## src/rtl/enemy_tank_driver.sv

```systemverilog
// enemy_tank_driver: LFSR-driven wander/pause command source for an AI Tank (W/S/A/D keycode + fire strobe).
//   Optional feature macro: AI_CHASE_EN (steer picks toward the player when lfsr[6]==1).
//   Ports: frame_clk/Reset (async, active-high); enable parks the tank when low;
//   up/down/left/right clearance flags (1 = free); TankX/TankY/PlayerX/PlayerY positions
//   (chase only); keycode {8'h00,code}; Direction {dir,1'b0}; fire one-frame strobe;
//   state 00 IDLE / 01 PICK / 10 MOVE / 11 PAUSE.
module enemy_tank_driver #(
  parameter logic [15:0] LFSR_SEED    = 16'hACE1,
  parameter logic [7:0]  MIN_HOLD     = 8'd8,
  parameter logic [7:0]  PAUSE_FRAMES = 8'd4,
  parameter logic [7:0]  FIRE_PERIOD  = 8'd32
) (
  input  logic        frame_clk,
  input  logic        Reset,
  input  logic        enable,
  input  logic        up,
  input  logic        down,
  input  logic        left,
  input  logic        right,
  input  logic [9:0]  TankX,
  input  logic [9:0]  TankY,
  input  logic [9:0]  PlayerX,
  input  logic [9:0]  PlayerY,
  output logic [15:0] keycode,
  output logic [2:0]  Direction,
  output logic        fire,
  output logic [1:0]  state
);
  typedef enum logic [1:0] {IDLE = 2'b00, PICK = 2'b01, MOVE = 2'b10, PAUSE = 2'b11} state_t;
  // An all-zero LFSR would lock up, so a zero seed is replaced.
  localparam logic [15:0] SEED = (LFSR_SEED == 16'h0000) ? 16'h0001 : LFSR_SEED;
  state_t      state_q, state_d;
  logic [7:0]  code_q, code_d;
  logic [1:0]  dir_q, dir_d;
  logic        fire_q, fire_d;
  logic [15:0] lfsr_q, lfsr_d;
  logic [7:0]  hold_q, hold_d, pause_q, pause_d, fire_cnt_q, fire_cnt_d;
  logic [3:0]  flags;
  logic [1:0]  cand, pick;
  logic        all_blocked;
  assign flags = {right, left, down, up};
  // Fibonacci x^16+x^14+x^13+x^11+1 in right-shift form (taps 0,2,3,5).
  assign lfsr_d = {lfsr_q[0] ^ lfsr_q[2] ^ lfsr_q[3] ^ lfsr_q[5], lfsr_q[15:1]};
`ifdef AI_CHASE_EN
  logic signed [10:0] dx, dy;
  logic [10:0] adx, ady;
  logic [1:0]  toward;
  assign dx = $signed({1'b0, PlayerX}) - $signed({1'b0, TankX});
  assign dy = $signed({1'b0, PlayerY}) - $signed({1'b0, TankY});
  assign adx = dx[10] ? -dx : dx;
  assign ady = dy[10] ? -dy : dy;
  // Ties go vertical; coincident positions fall back to the random candidate.
  assign toward = (adx > ady) ? (dx[10] ? 2'd2 : 2'd3) : (dy[10] ? 2'd0 : 2'd1);
  assign cand = (lfsr_q[6] && (dx != 11'sd0 || dy != 11'sd0)) ? toward : lfsr_q[1:0];
`else
  logic unused_pos;
  assign unused_pos = ^{TankX, TankY, PlayerX, PlayerY};
  assign cand = lfsr_q[1:0];
`endif
  // First free heading starting at the candidate and rotating upward mod 4.
  assign pick = flags[cand] ? cand :
                flags[cand + 2'd1] ? cand + 2'd1 :
                flags[cand + 2'd2] ? cand + 2'd2 : cand + 2'd3;
  assign all_blocked = ~|flags;
  always_ff @(posedge frame_clk or posedge Reset) begin
    if (Reset) begin
      state_q    <= IDLE;
      code_q     <= 8'h00;
      dir_q      <= 2'd0;
      fire_q     <= 1'b0;
      lfsr_q     <= SEED;
      hold_q     <= 8'd0;
      pause_q    <= 8'd0;
      fire_cnt_q <= 8'd0;
    end else begin
      state_q    <= state_d;
      code_q     <= code_d;
      dir_q      <= dir_d;
      fire_q     <= fire_d;
      lfsr_q     <= lfsr_d;
      hold_q     <= hold_d;
      pause_q    <= pause_d;
      fire_cnt_q <= fire_cnt_d;
    end
  end
  // A blocked heading re-steers before hold expiry is considered.
  always_comb begin
    state_d = !enable ? IDLE :
              state_q == IDLE ? PICK :
              state_q == PICK ? (all_blocked ? PAUSE : MOVE) :
              state_q == MOVE ? (!flags[dir_q] ? PICK : hold_q == 8'd1 ? PAUSE : MOVE) :
              (pause_q <= 8'd1 ? PICK : PAUSE);
  end
  // Registered outputs are computed for the state being entered.
  always_comb begin
    dir_d      = (enable && state_q == PICK && !all_blocked) ? pick : dir_q;
    hold_d     = state_q == PICK ? MIN_HOLD + {4'd0, lfsr_q[5:2]} :
                 state_q == MOVE ? hold_q - 8'd1 : hold_q;
    pause_d    = (state_d == PAUSE && state_q != PAUSE) ? PAUSE_FRAMES :
                 state_q == PAUSE ? pause_q - 8'd1 : pause_q;
    fire_d     = state_d == MOVE && FIRE_PERIOD != 8'd0 && fire_cnt_q == FIRE_PERIOD - 8'd1;
    fire_cnt_d = (state_d == IDLE || fire_d) ? 8'd0 :
                 state_d == MOVE ? fire_cnt_q + 8'd1 : fire_cnt_q;
    code_d     = state_d != MOVE ? 8'h00 :
                 dir_d == 2'd0 ? 8'h1a :
                 dir_d == 2'd1 ? 8'h16 :
                 dir_d == 2'd2 ? 8'h04 : 8'h07;
  end
  assign keycode   = {8'h00, code_q};
  assign Direction = {dir_q, 1'b0};
  assign fire      = fire_q;
  assign state     = state_q;
endmodule
```

## config.mk

```make
export PLATFORM = sky130hd
export DESIGN_NAME = enemy_tank_driver
export DESIGN_NICKNAME = d
export VERILOG_FILES = /design/src/rtl/enemy_tank_driver.sv
export SDC_FILE = /design/constraint.sdc
export NUM_CORES = 1
export LEC_CHECK = 0
export ABC_AREA = 1
export BUFFER_PORTS_ARGS = -buffer_cell sky130_fd_sc_hd__buf_4
export CAP_MARGIN = 5
export CORE_UTILIZATION = 45
export DETAILED_ROUTE_END_ITERATION = 12
export GPL_TIMING_DRIVEN = 0
export PLACE_DENSITY = 0.71
export SETUP_SLACK_MARGIN = 0.02
export SLEW_MARGIN = 0
export SYNTH_ARGS = -nofsm -noshare
export SYNTH_HDL_FRONTEND = slang
export SYNTH_SLANG_ARGS = --single-unit
```

## constraint.sdc

```tcl
create_clock -name frame_clk -period 1.78 [get_ports frame_clk]
set_clock_uncertainty 0.1 [all_clocks]
set_input_delay 0.089 -clock frame_clk [delete_from_list [all_inputs] [get_ports frame_clk]]
set_output_delay 0.089 -clock frame_clk [all_outputs]
set_load 0.01 [all_outputs]
```

**Word-level counts from Yosys, hierarchy flattened**

Index checks and enable logic that the tools add are counted.
Widths: inputs -> output; s select.

- Memory bits (writable): 0
- Memories: 0
- Logic and storage cells: 76
- Memory bits (read-only): 0
- Input bits: 47
- Flip-flop bits (word level): 53
- Bits in latches: 0

- Bitwise logic cells: 3
- Multiplexer cells: 30
- Reduce and logical (&&, ||, !) cells: 12
- Divide/modulo/power cells: 0
- Equal/unequal tests: 11
- $add $sub $neg: 7
- Multipliers: 0
- Shift-type cells: 0
- Magnitude comparators: 5

Operators with widths:

| cell | count |
|---|---|
| $mux 8 | 8 |
| $mux 2 | 11 |
| $sub 8x1->8 const B | 2 |
| $lt 2x3->1 const B | 4 |
| $eq 2x2->1 const B | 5 |
| $add 8x1->8 const B | 1 |
| $bmux 1 s2 | 4 |
| $eq 8x1->1 const B | 1 |
| $eq 8x5->1 const B | 1 |
| $le 8x1->1 const B | 1 |
| $logic_not 2->1 | 3 |
| $mux 1 | 6 |
| $reduce_bool 2->1 | 3 |
| $add 4x4->5 const A | 1 |
| $mux 5 | 1 |
| $add 2x2->2 const B | 2 |
| $eq 2x1->1 const B | 2 |
| $logic_and 1x1->1 | 4 |
| $ne 2x2->1 const B | 2 |
| $reduce_or 4->1 | 1 |
| $xor 1x1->1 | 3 |
| $add 2x1->2 const B | 1 |
| $logic_or 1x1->1 | 1 |

**Depth between registers and ports, before layout**

- Word-level depth: 12
- Gate-level depth with buffers: 12
- Depth with buffers taken out: 12

**Worst setup path before layout**

No wires, ideal clock.

- Path kind: register to register
- Start: reg state_q[1], in the netlist state[1]
- End: reg fire_cnt_q[5]
- Data required time: 1561 ps
- Period minus slack after synthesis: 1660 ps
- Buffers on the path: 0
- Cell stages (with the launch flop): 11
- Data arrival time: 1441 ps
- Path slack: 120 ps
- Cells stage by stage: dfrtp_1 -> inv_1 -> ha_1 -> inv_1 -> o21bai_1 -> inv_1 -> nand2_4 -> nand2_8 -> clkinv_4 -> nand2_1 -> nand2_1

- Cells in the longest elaborated chain, start to end: 9

Ends and longest elaborated chain:

| item | line | text |
|---|---|---|
| from (decl) | 32 | `state_t state_q, state_d;` |
| from (signal assigned) | 76 | `state_q <= state_d;` |
| $eq 2x2->1 | 91 | `state_q == MOVE ? (!flags[dir_q] ? PICK : hold_q == 8'd1 ? PAUSE : MOVE) :` |
| $mux 2 | 91 |  |
| $mux 2 | 90 | `state_q == PICK ? (all_blocked ? PAUSE : MOVE) :` |
| $mux 2 (*) | 89 | `state_q == IDLE ? PICK :` |
| $mux 2 (*) | 88 | `state_d = !enable ? IDLE :` |
| named net state_d[0] | 32 |  |
| $eq 2x2->1 | 101, 103 |  |
| $logic_and 1x1->1 | 101 | `fire_d = state_d == MOVE && FIRE_PERIOD != 8'd0 && fire_cnt_q == FIRE_PERIOD - 8'd1;` |
| $logic_or 1x1->1 | 102 | `fire_cnt_d = (state_d == IDLE \|\| fire_d) ? 8'd0 :` |
| $mux 8 / $reduce_bool 2->1 (equally long branches) | - |  |
| to (signal assigned) | 83 | `fire_cnt_q <= fire_cnt_d;` |
| to (decl) | 37 | `logic [7:0] hold_q, hold_d, pause_q, pause_d, fire_cnt_q, fire_cnt_d;` |

Mark *: on every way through the listed nets, which the timed path passes. The rest lies on a longest branch.
A chain may end at the register's enable or synchronous reset.

**Final worst setup path**

- Start: reg pause_q[0]
- End: reg pause_q[1]

- Cells in the longest elaborated chain, start to end: 9

Ends and longest elaborated chain:

| item | line | text |
|---|---|---|
| from (decl) | 37 |  |
| from (signal assigned) | 82 | `pause_q <= pause_d;` |
| $le 8x1->1 (*) | 92 | `(pause_q <= 8'd1 ? PICK : PAUSE);` |
| $mux 2 (*) | 92 |  |
| $mux 2 (*) | 91 |  |
| $mux 2 (*) | 90 |  |
| $mux 2 (*) | 89 |  |
| $mux 2 (*) | 88 |  |
| named net state_d[1] | 32 |  |
| $eq 2x2->1 (*) | 99 | `pause_d = (state_d == PAUSE && state_q != PAUSE) ? PAUSE_FRAMES :` |
| $logic_and 1x1->1 (*) | 99 |  |
| $mux 8 / $reduce_bool 2->1 (equally long branches) | - |  |

Mark *: on every way through the listed nets, which the timed path passes. The rest lies on a longest branch. The select of a mux whose other input is x is not followed.

==> flow_summary.json <==
{
  "status": "finished with violations",
  "violations": "setup timing",
  "ys_ff_latch": 50,
  "drt_iter0_markers": 55,
  "die_h_um": 78.1,
  "cts_tree": "built",
  "start_util_pct": 47.1,
  "yosysTopAreaCell": "dfrtp_1",
  "p_per_area_nw_per_um2": 1060,
  "clockBufferDepth": 2,
  "async_flop_share_pct": 100,
  "htreeDepth": 2,
  "antenna_found_initial": 0,
  "setup-violations-final": 1,
  "min_path_type": "input port to register",
  "irDropWorstVdd_mv": 0.611,
  "synth.yosys.seq_area_share_pct": 48.3,
  "drive_gt1_share_pct": 29.5,
  "syn_area_um2": 2610,
  "numCtsBuffers": 5,
  "fillers": 511,
  "yosysWarnings": 0,
  "slew_violations": 0,
  "finalHoldViolations": 0,
  "cp.required_ns": 1.89,
  "die_w_um": 78.1,
  "clock_latency_ns": 0.31,
  "path_max_fanout": 5,
  "firstDrtPassIters": 4,
  "grt_max_degree": 35,
  "num_vias": 2053,
  "ios": 69,
  "startpoint_type": "register",
  "synth_most_common_cell": "nand2_1",
  "synthFlopType": "dfrtp_1",
  "avgViaCountPerCell": 4.84,
  "port_buffers": 16,
  "synth_area_leaders": "dfrtp_1, nand2_1, dfstp_2, inv_1, ha_1",
  "dieArea_um2": 6110,
  "fp-row-count": 27,
  "critPathCaptureType": "register",
  "grt_pass1_wl_um": 8270,
  "worst_ep_arrival_time_ns": 1.90,
  "fin_ws_ns": -0.00639,
  "drcViolationCount": 0,
  "wl_um": 5070,
  "min_period_ns": 1.79,
  "final_area_um2": 3170,
  "num-nets-final": 407,
  "dpl_cell_area_um2": 2880,
  "grt.overflow.total": 0,
  "cts.sinks": 50,
  "synth_top_cell_area_share_pct": 40.3,
  "grt_pass1_vias": 1902,
  "p_leak_nw": 1.66,
  "area_growth_pct": 21.3,
  "fin_crit_sh_pct": 100,
  "grt_setup_unrepaired": "true",
  "dp_hpwl_um": 3310,
  "whs_ns": 0.0199,
  "syn_inst": 308,
  "synth_edf_count": 0,
  "clkTransAtPathRegs_ns": 0.09,
  "path_class": "register to register",
  "cts_root_buffer": "clkbuf_8",
  "wl_per_cell_um": 11.9,
  "drv_cap": 0,
  "fmax_mhz": 560,
  "place_congestion": 0.866,
  "syn_avg_cell_area_um2": 8.47,
  "grt_util_all_layers_pct": 17.0,
  "ys_types": 32,
  "final_antenna_net_count": 0,
  "fp.coreArea_um2": 5540,
  "num_antenna_cells": 0,
  "synth_common_cells": "nand2_1, dfrtp_1, inv_1, nor2_1, nand3_1"
}
==> routing by layer <==
layer	routed length, µm	global-route usage, %	vias up
met2	2380	27.5	45
met1	2370	23.0	968
met5	0	0	-
met4	127	6.11	0
met3	186	2.79	11
li1	-	-	1029
==> critical path: stages, from the launching register on <==
cell	delay [ns]
dfrtp_1	0.41
inv_2	0.08
ha_4	0.16
or2_0	0.23
nand4_1	0.10
nand2_1	0.06
nand3_1	0.07
nand2_2	0.09
inv_4	0.09
buf_6	0.12
nand2_4	0.05
nand3_2	0.06
nand2_2	0.05
==> worst paths after layout <==
path | cells after the start | slack [ns] | startpoint | endpoint
hold / removal | 3 | 0.02 | enable | state[0]
min in group asynchronous | 3 | 0.21 | Reset | hold_q[4]
max in group asynchronous | 4 | 0.80 | Reset | lfsr_q[5]
setup reg to reg | 12 | -0.006 | pause_q[0] | pause_q[1]
setup / recovery | 12 | -0.006 | pause_q[0] | pause_q[1]
hold reg to reg | 0 | 0.26 | lfsr_q[11] | lfsr_q[10]
==> per-stage QoR <==
step	total power, W	cells	util [%]	worst slack [ns]	TNS, ns
6_report	0.00335	424	57.1	-0.00639	-0.00639
3_3_place_gp	0.00245	407	51.6	-0.221	-9.64
3_5_place_dp	0.00249	408	52.0	-0.0965	-1.30
4_1_cts	0.00321	419	54.2	0.0204	0
2_1_floorplan	0.00224	319	-	0.120	0
5_1_grt	0.00359	424	57.1	-0.108	-1.49
==> cell families (layout without fill, tap and decap cells) <==
kind of cell / count (synthesis) / in the layout / share of synthesized area, %
buffers and inverters: 59 / 92 / 11.0
adders and majority gates: 9 / 9 / 4.32
and+or+nand+nor: 160 / 160 / 28.5
xor gates and xnor gates: 12 / 12 / 4.03
AOI/OAI and AO/OA: 17 / 17 / 3.65
other: 1 / 12 / 0.144
DFF: 50 / 50 / 48.3
==> power breakdown <==
group	switching [W]	leakage [nW]	internal, W
clock	0.000406	0.0447	0.000284
combinational	0.000676	0.978	0.000483
sequential	0.000176	0.642	0.00132
==> cell usage in the layout (no fill, tap or decap), types with 2 or more instances in the layout <==
cell	instances
dfstp_2	8
inv_1	34
nor2_2	3
xor2_1	7
nand3_2	9
nand2_1	71
dfrtp_2	2
buf_4	34
nor2_1	26
nand4_1	12
dfrtp_1	40
o21ai_0	8
conb_1	12
nand2_2	10
buf_6	3
nand3_1	11
nor3_1	4
a21oi_1	4
ha_4	2
clkinv_4	3
or2_2	3
ha_1	5
xnor2_1	5
ha_2	2
nand2_4	4
clkbuf_8	5
inv_2	8
==> registers in the layout, indices dropped and copies added, names as in the netlist <==
signal / flops
lfsr_q: 16
state: 2
pause_q: 8
hold_q: 8
fire_cnt_q: 8
code_q: 5
fire: 1
dir_q: 2
==> final cells by class <==
| type | count | area [µm²] | share of cell area (%) |
|---|---|---|---|
| Buffer | 14 | 113 | 3.56 |
| Clock buffer | 5 | 68.8 | 2.17 |
| Tap cell | 72 | 90.1 | 2.85 |
| Sequential cell | 50 | 1260 | 39.9 |
| Timing Repair Buffer | 25 | 206 | 6.52 |
| Inverter | 45 | 181 | 5.73 |
| Clock inverter | 3 | 25.0 | 0.791 |
| Multi-Input combinational cell | 210 | 1220 | 38.5 |
==> timing repair <==
item / CTS / global route
hold buffers: 1 / 0
endpoints found under the setup margin: 23 / 24
pin swaps: 1 / 21
buffers inserted: 1 / 5
gates resized for setup: 5 / 35
endpoints found under the hold margin: 16 / 0
cloned: 1 / 0
(Power assumes the default switching activity.)
